**config.mk**
```make
export PLATFORM = sky130hd
export DESIGN_NAME = freq_div_prog
export DESIGN_NICKNAME = d
export VERILOG_FILES = /design/src/rtl/freq_div_prog.sv
export SDC_FILE = /design/constraint.sdc
export NUM_CORES = 1
export LEC_CHECK = 0
export CELL_PAD_IN_SITES_DETAIL_PLACEMENT = 1
export CELL_PAD_IN_SITES_GLOBAL_PLACEMENT = 2
export CORE_MARGIN = 1.5
export CORE_UTILIZATION = 37
export DETAILED_ROUTE_END_ITERATION = 10
export PLACE_DENSITY = 0.95
export SYNTH_ARGS = -nofsm -noshare
export SYNTH_HDL_FRONTEND = slang
export SYNTH_SLANG_ARGS = --single-unit
```
**constraint.sdc**
```tcl
create_clock -name i_clk -period 7.1 [get_ports i_clk]
set_input_delay 1.065 -clock i_clk [delete_from_list [all_inputs] [get_ports i_clk]]
set_output_delay 1.065 -clock i_clk [all_outputs]
set_load 0.05 [all_outputs]
```
**src/rtl/freq_div_prog.sv**
```systemverilog
// freq_div_prog: runtime-programmable clock divider / clock-enable generator.
//
// Divides i_clk by a loadable divisor N. A new divisor is held as pending
// and only applied at a period boundary (wrap or sync clear), so the output
// never shows a runt or stretched period.
//
// Ports
//   i_clk          system clock, all state updates on the rising edge
//   i_reset        synchronous active-low reset
//   i_en           count enable; low freezes counter and outputs
//   i_div_in       new divisor value (values below 2 are stored as 2)
//   i_div_load     one-cycle strobe capturing i_div_in
//   i_sync_clr     phase restart: counter to 0, pending/new divisor applied
//   i_mode         0 = square wave on o_clk_out, 1 = pulse train
//   o_clk_out      divided output
//   o_tick         one-cycle pulse in the last cycle of each period
//   o_div_active   divisor currently in effect
//   o_div_pending  a loaded divisor is waiting for a boundary
module freq_div_prog #(
  parameter int WIDTH       = 16,
  parameter int DEFAULT_DIV = 4
) (
  input  logic             i_clk,
  input  logic             i_reset,
  input  logic             i_en,
  input  logic [WIDTH-1:0] i_div_in,
  input  logic             i_div_load,
  input  logic             i_sync_clr,
  input  logic             i_mode,
  output logic             o_clk_out,
  output logic             o_tick,
  output logic [WIDTH-1:0] o_div_active,
  output logic             o_div_pending
);

  logic [WIDTH-1:0] r_cnt;
  logic [WIDTH-1:0] r_div_active;
  logic [WIDTH-1:0] r_pend_val;
  logic             r_pend_vld;

  logic [WIDTH-1:0] w_last;
  logic [WIDTH-1:0] w_half;
  logic [WIDTH-1:0] w_div_clamped;
  logic             w_at_last;
  logic             w_wrap;

  // N >= 2 always holds, so N-1 never underflows.
  assign w_last        = r_div_active - WIDTH'(1);
  assign w_at_last     = (r_cnt == w_last);
  assign w_wrap        = i_en && w_at_last;
  // ceil(N/2); fits in WIDTH bits even for N = 2^WIDTH-1.
  assign w_half        = (r_div_active >> 1) + {{(WIDTH-1){1'b0}}, r_div_active[0]};
  assign w_div_clamped = (i_div_in < WIDTH'(2)) ? WIDTH'(2) : i_div_in;

  always_ff @(posedge i_clk) begin
    if (!i_reset) begin
      r_cnt        <= '0;
      r_div_active <= WIDTH'(DEFAULT_DIV);
      r_pend_val   <= '0;
      r_pend_vld   <= 1'b0;
    end else if (i_sync_clr) begin
      // Clear acts regardless of i_en and is itself a period boundary.
      r_cnt      <= '0;
      r_pend_vld <= 1'b0;
      if (i_div_load) begin
        r_div_active <= w_div_clamped;
      end else if (r_pend_vld) begin
        r_div_active <= r_pend_val;
      end
    end else begin
      if (i_en) begin
        r_cnt <= w_at_last ? '0 : r_cnt + WIDTH'(1);
      end
      if (w_wrap) begin
        // A load coinciding with the wrap bypasses the pending stage.
        r_pend_vld <= 1'b0;
        if (i_div_load) begin
          r_div_active <= w_div_clamped;
        end else if (r_pend_vld) begin
          r_div_active <= r_pend_val;
        end
      end else if (i_div_load) begin
        // Loads are captured even while i_en is low; last one wins.
        r_pend_val <= w_div_clamped;
        r_pend_vld <= 1'b1;
      end
    end
  end

  assign o_tick        = w_at_last;
  assign o_clk_out     = i_mode ? w_at_last : (r_cnt >= w_half);
  assign o_div_active  = r_div_active;
  assign o_div_pending = r_pend_vld;

endmodule

```
==> results of run 1 <==
[metrics by stage]
step           utilization (%)  cell area, µm²  power [mW]
3_5_place_dp              43.1            3810       0.447
5_1_grt                   44.3            3920       0.682
4_1_cts                   44.3            3920       0.660
3_3_place_gp              43.1            3810       0.443
6_report                  44.3            3920       0.654
2_1_floorplan                -            3420       0.405
[cell type report]
type / count / area [µm²] / area share [%]
Timing Repair Buffer: 41 / 408 / 10.4
Clock buffer: 5 / 68.8 / 1.75
Clock inverter: 2 / 38.8 / 0.989
Inverter: 13 / 48.8 / 1.24
Multi-Input combinational cell: 311 / 2240 / 57.2
Tap cell: 108 / 135 / 3.44
Sequential cell: 49 / 981 / 25.0
[worst max-delay path by stage]
stage / from / endpoint / slack [ns] / cells past startpoint
floorplan: o_div_active[0] / o_clk_out / 1.67 / 11
global placement: o_div_active[0] / o_clk_out / 2.13 / 14
detailed placement: o_div_active[0] / o_clk_out / 2.00 / 14
CTS: o_div_active[0] / o_clk_out / 1.61 / 14
global route: o_div_active[1] / o_clk_out / 1.29 / 14
finish: o_div_active[0] / o_clk_out / 1.62 / 14
[per-layer routing]
metal	global-route usage, %	share of wire [%]	up-vias
li1	-	-	1477
met1	24.3	46	1502
met2	35.4	50	41
met3	3.65	3.4	7
met4	5.74	1.0	0
met5	0	0	-
[registers in the layout, summed over array words and instances (netlist names)]
signal         flops
r_cnt             16
o_div_active      16
o_div_pending      1
r_pend_val        16
[placed cells by master (no fill, tap or decap), types with 3 or more instances in the layout]
cell	count
xor2_1	23
nand2_1	56
a21o_1	6
ha_1	20
a32o_1	15
and3_1	8
nand3_1	12
nand4_1	12
nor2_1	33
nor4_1	4
nor2b_1	3
dfxtp_1	49
clkbuf_8	5
a21oi_1	7
inv_1	13
o21ai_0	5
nor3_1	8
clkdlybuf4s50_1	40
a22o_1	15
mux2i_1	16
xnor2_1	23
[synth_stat cells, drive strengths merged (2+ instances only)]
cell type  instances  area (µm²)
nor2              33         124
a21oi              8        43.8
ha                20         250
xnor2             23         201
nor3b              2        20.0
a22o              15         131
nand2b             2        12.5
dfxtp             49         981
mux2i             16         160
nor2b              3        18.8
o21a               2        15.0
and2               2        12.5
nor3               9        50.1
nor4               7        80.1
o311ai             2        17.5
and3               8        50.1
or3                2        12.5
nand3             13        70.1
buf               16         104
clkbuf            13        48.8
inv               13        48.8
a41o               2        20.0
nand4             12        75.1
nand3b             2        15.0
o21bai             2        15.0
a211oi             2        20.0
a2111oi            2        23.8
a21bo              2        20.0
o21ai              6        33.8
nand2             56         210
a32o              15         150
a21o               6        45.0
xor2              23         201
[where the power goes]
group | total, mW | switching [mW] | internal, mW
Clock | 0.212 | 0.108 | 0.105
Sequential | 0.302 | 0.0176 | 0.285
Combinational | 0.139 | 0.0803 | 0.0588
Total | 0.654 | 0.206 | 0.448
[cells by family after synthesis]
logic type	after synthesis	share of synthesized area [%]
xor+xnor	46	11.8
buf+inv	42	5.88
compound gates	72	17.6
simple gates	156	23.8
fa+ha+maj	20	7.31
mux	17	5.01
flops	49	28.6
[worst reg2reg max path: stages (launching register included)]
cell and delay (ns):
dfxtp_1 0.43, inv_1 0.11, ha_1 0.21, nor3b_2 0.63, nand4_1 0.20, xnor2_1 0.21, a2111oi_2 0.44, nand4bb_4 0.19
o21bai_1 0.97, nor2_1 0.12
==> results_dict.tcl, run 1 <==
set metrics [dict create \
    outcome "complete, no violations" \
    power.density_nw_per_um2 167 \
    dp_hpwl_um 7110 \
    antenna_found_initial 0 \
    cp_max_fo 9 \
    detail_route.wl_per_cell_um 18.0 \
    via_count 3027 \
    drc 0 \
    fillCellCount 1055 \
    grt_pass1_wl_um 15600 \
    cts_made_buffers 5 \
    crit_chain "ha_1, nand3_1, nor3_1, nand3_1, xor2_1, ha_1, a21o_1, a21o_1, a21o_1, a21oi_1, nor2_1, a2111oi_0, a2bb2oi_1, clkdlybuf4s50_1" \
    max_cap_viol_count 0 \
    placement.io_buffers 40 \
    fp.dieArea_um2 9840 \
    hold-path-cell-count 2 \
    leakage_nw 1.50 \
    rr_endpoint "r_cnt[5]" \
    area_growth_pct 14.5 \
    crit_family "compound AO/OA/AOI/OAI gates" \
    hold_buffers 0 \
    relSlewSlack_pct 16.0 \
    syn_inst 402 \
    layoutNonFillerInstCount 529 \
    fin_crit_sh_pct 77.2 \
    place.gp.congestion 0.842 \
    layout-drive-gt1-share_pct 5.23 \
    row_count 34 \
    critPathKind "reg2out" \
    rsz0062_at_grt "false" \
    holdCritPathClass "reg2reg" \
    start_util_pct 38.7 \
    ios 41 \
    dieWidth_um 99.2 \
    drtAntennaViolNets 0 \
    clockBufferDepth 2 \
    period_needed_ns 5.48 \
    synth_fp_nets 444 \
    clkSinkCount 49 \
    drt_iter0_drc 95 \
    place_ws_ns 2.00 \
    grt.overflow.total 0 \
    seq_area_frac_synth_pct 28.6 \
    async_flop_share_pct 0 \
    grt_util_all_layers_pct 19.8 \
    finalSetupViolations 0 \
    ys_warn_count 0 \
    min_from "r_pend_val[5]" \
    critPathBufInv 1 \
    start_kind "register" \
    viasPerCell 5.72 \
    skew_ns 0.00916 \
    post-cts-setup-buffers 0 \
    ys_ff_latch 49 \
    reg2regPathDepth 9 \
    fmax_ghz 0.183 \
    dr.pass1.iters 4 \
    die_y_um 99.2 \
    ctsResizeCount 0 \
    core_um2 8850 \
    cpMostUsedCell "a21o_1" \
    fin_ws_ns 1.62 \
    slew_viol_final 0 \
    r2r-start "o_div_active[0]" \
    synth.avg_cell_area_um2 8.52 \
    clk_pin_slew_worst_paths_ns 0.10 \
    cts_max_level 2 \
    layout.nets 463 \
    slowest_stage "clkdlybuf4s50_1" \
    synth.distinct_cells 60 \
    crit_required_ns 6.03 \
    netlist_area_um2 3420 \
    tritoncts "yes" \
    worstMarginPinSlew_ns 1.26 \
    slowest_delay_ns 0.72 \
    whs_ns 0.463 \
    critPathCaptureType "primary output" \
    synth_edf_count 0 \
    clock_latency_ns 0.32 \
    report.final.hold_viol_count 0 \
    irDropWorstVdd_mv 0.0885 \
    cp_data_arrival_time_ns 4.41 \
    dp.cells 522 \
    synthFlopType "dfxtp_1" \
    grt_pass1_vias 3100 \
    hold_end "r_pend_val[5]" \
    antenna_cells 0 \
    drt-total-wl_um 9510 \
    grt_max_degree 52 \
    cts-root-buf "clkbuf_8" \
    fin_tns_setup_ns 0 \
    r2r_setup_slack_ns 3.44 \
]
No activity file was read; power rests on OpenSTA's default activity.
==> inputs of run 2 (changes only) <==
--- a/config.mk
+++ b/config.mk
@@ -8,9 +8,9 @@
 export CELL_PAD_IN_SITES_DETAIL_PLACEMENT = 1
 export CELL_PAD_IN_SITES_GLOBAL_PLACEMENT = 2
 export CORE_MARGIN = 1.5
-export CORE_UTILIZATION = 37
+export CORE_UTILIZATION = 31
 export DETAILED_ROUTE_END_ITERATION = 10
-export PLACE_DENSITY = 0.95
+export PLACE_DENSITY = 0.87
 export SYNTH_ARGS = -nofsm -noshare
 export SYNTH_HDL_FRONTEND = slang
 export SYNTH_SLANG_ARGS = --single-unit
==> constraint.sdc (replaced) <==
create_clock -name i_clk -period 4.7 [get_ports i_clk]
set_input_delay 0.705 -clock i_clk [delete_from_list [all_inputs] [get_ports i_clk]]
set_output_delay 0.705 -clock i_clk [all_outputs]
set_load 0.05 [all_outputs]
==> results_dict.tcl, run 2 (synthesis gave the netlist of run 1 again) <==
set metrics [dict create \
    place_ws_ns 0.492 \
    hold-path-cell-count 2 \
    dp_hpwl_um 7470 \
    relSlewSlack_pct 41.8 \
    drt_iter0_drc 89 \
    rr_endpoint "r_pend_val[10]" \
    die_y_um 108 \
    viasPerCell 5.32 \
    slowest_stage "clkdlybuf4s50_1" \
    layout_commonest_cell "nand2_1" \
    crit_chain "inv_1, ha_1, nor3b_4, nand4_1, xnor2_1, a2111oi_2, nand2_1, nor3_2, clkdlybuf4s50_1" \
    finalSetupViolations 0 \
    fin_ws_ns 0.351 \
    worstMarginPinSlew_ns 0.872 \
    critPathKind "reg2out" \
    slew_viol_final 0 \
    antenna_cells 0 \
    hold_end "r_pend_val[11]" \
    via_count 3011 \
    skew_ns 0.0217 \
    cp_max_fo 11 \
    cts_max_level 2 \
    irDropWorstVdd_mv 0.130 \
    fin_crit_sh_pct 92.5 \
    layout.nets 467 \
    drt-total-wl_um 9760 \
    drtAntennaViolNets 0 \
    period_needed_ns 4.35 \
    r2r-start "o_div_active[2]" \
    min_from "r_pend_val[11]" \
    area_growth_pct 17.4 \
    drc 0 \
    grt_util_all_layers_pct 17.7 \
    cp_data_arrival_time_ns 3.64 \
    dieWidth_um 108 \
    utilization_pct 37.2 \
    tritoncts "yes" \
    grt.overflow.total 0 \
    dr.pass1.iters 4 \
    outcome "complete, no violations" \
    grt_max_degree 52 \
    final_cell_mix "nand2_1 (56), dfxtp_1 (47), clkdlybuf4s50_1 (39), nor2_1 (33)" \
    detail_route.wl_per_cell_um 17.2 \
    rsz0062_at_grt "false" \
    ios 41 \
    fp.dieArea_um2 11700 \
    place.gp.congestion 0.844 \
    holdCritPathClass "reg2reg" \
    placement.io_buffers 40 \
    cts_made_buffers 5 \
    cts-root-buf "clkbuf_8" \
    core_um2 10800 \
    crit_required_ns 3.99 \
    clkSinkCount 49 \
    grt_pass1_wl_um 16200 \
    start_util_pct 31.7 \
    fmax_ghz 0.230 \
    start_kind "register" \
    leakage_nw 1.54 \
    clockBufferDepth 2 \
    report.final.hold_viol_count 0 \
    fin_tns_setup_ns 0 \
    row_count 38 \
    layout-drive-gt1-share_pct 7.51 \
    critPathCaptureType "primary output" \
    hold_buffers 0 \
    fin_area_um2 4020 \
    place_area_um2 3890 \
    clk_pin_slew_worst_paths_ns 0.11 \
    reg2regPathDepth 7 \
    power.density_nw_per_um2 248 \
    slowest_delay_ns 0.86 \
    antenna_found_initial 0 \
    r2r_setup_slack_ns 1.55 \
    max_cap_viol_count 0 \
    grt_pass1_vias 3158 \
    clock_latency_ns 0.33 \
]
[run 2: cell types whose count changed in the layout (fill, tap and decap cells not counted), sizes merged]
cell,before,now
buf,1,6
clkdlybuf4s50,40,39
inv,14,15
[run 2: layout make-up]
cell class	instances	area (µm²)
Fill cell	1293	6770
Inverter	13	48.8
Tap cell	140	175
Multi-Input combinational cell	311	2260
Sequential cell	49	983
Clock inverter	3	47.5
Timing Repair Buffer	45	435
Clock buffer	5	68.8
[run 2: what timing repair did]
action                     CTS  global route
setup buffers                0             0
gates resized for setup      0             5
setup endpoints to repair    0             2
[run 2: worst max path at each step]
stage                     from   endpoint  depth (start not counted)  slack (ns)
4_1_cts        o_div_active[0]  o_clk_out                         15        0.12
5_1_grt        o_div_active[1]  o_clk_out                         15        0.03
3_5_place_dp   o_div_active[0]     o_tick                          9        0.49
2_1_floorplan  o_div_active[0]  o_clk_out                         11        0.06
6_report       o_div_active[1]     o_tick                          9        0.35
3_3_place_gp   o_div_active[0]  o_clk_out                         15        0.62
[run 2: worst max-delay path: cells and delay by family (launching register included)]
kind                       cells  cell delay (ns)
DFF                            1             0.40
AOI/OAI and AO/OA              1             0.44
buffers and inverters          2             0.95
xor gates and xnor gates       1             0.19
adders and majority gates      1             0.19
and+or+nand+nor                4             1.14
[run 2: routing by layer]
| metal | vias to the layer above | GRT usage [%] | wire length, µm |
|---|---|---|---|
| met5 | - | 0 | 0 |
| met4 | 0 | 4.04 | 129 |
| met3 | 12 | 2.95 | 231 |
| met2 | 40 | 30.8 | 4700 |
| met1 | 1472 | 22.8 | 4700 |
| li1 | 1487 | - | - |
[run 2: where the power goes]
part	internal (mW)	switching [mW]
Combinational	0.0908	0.122
Clock	0.163	0.164
Sequential	0.430	0.0271
[run 2: stage by stage]
stage | std cells | hold WS (ns) | power [mW]
final | 566 | 0.466 | 0.997
after CTS | 566 | 0.471 | 1.01
after global placement | 558 | 0.442 | 0.672
after detailed placement | 558 | 0.453 | 0.678
after floorplan | 402 | 0.434 | 0.612
after global routing | 566 | 0.493 | 1.05
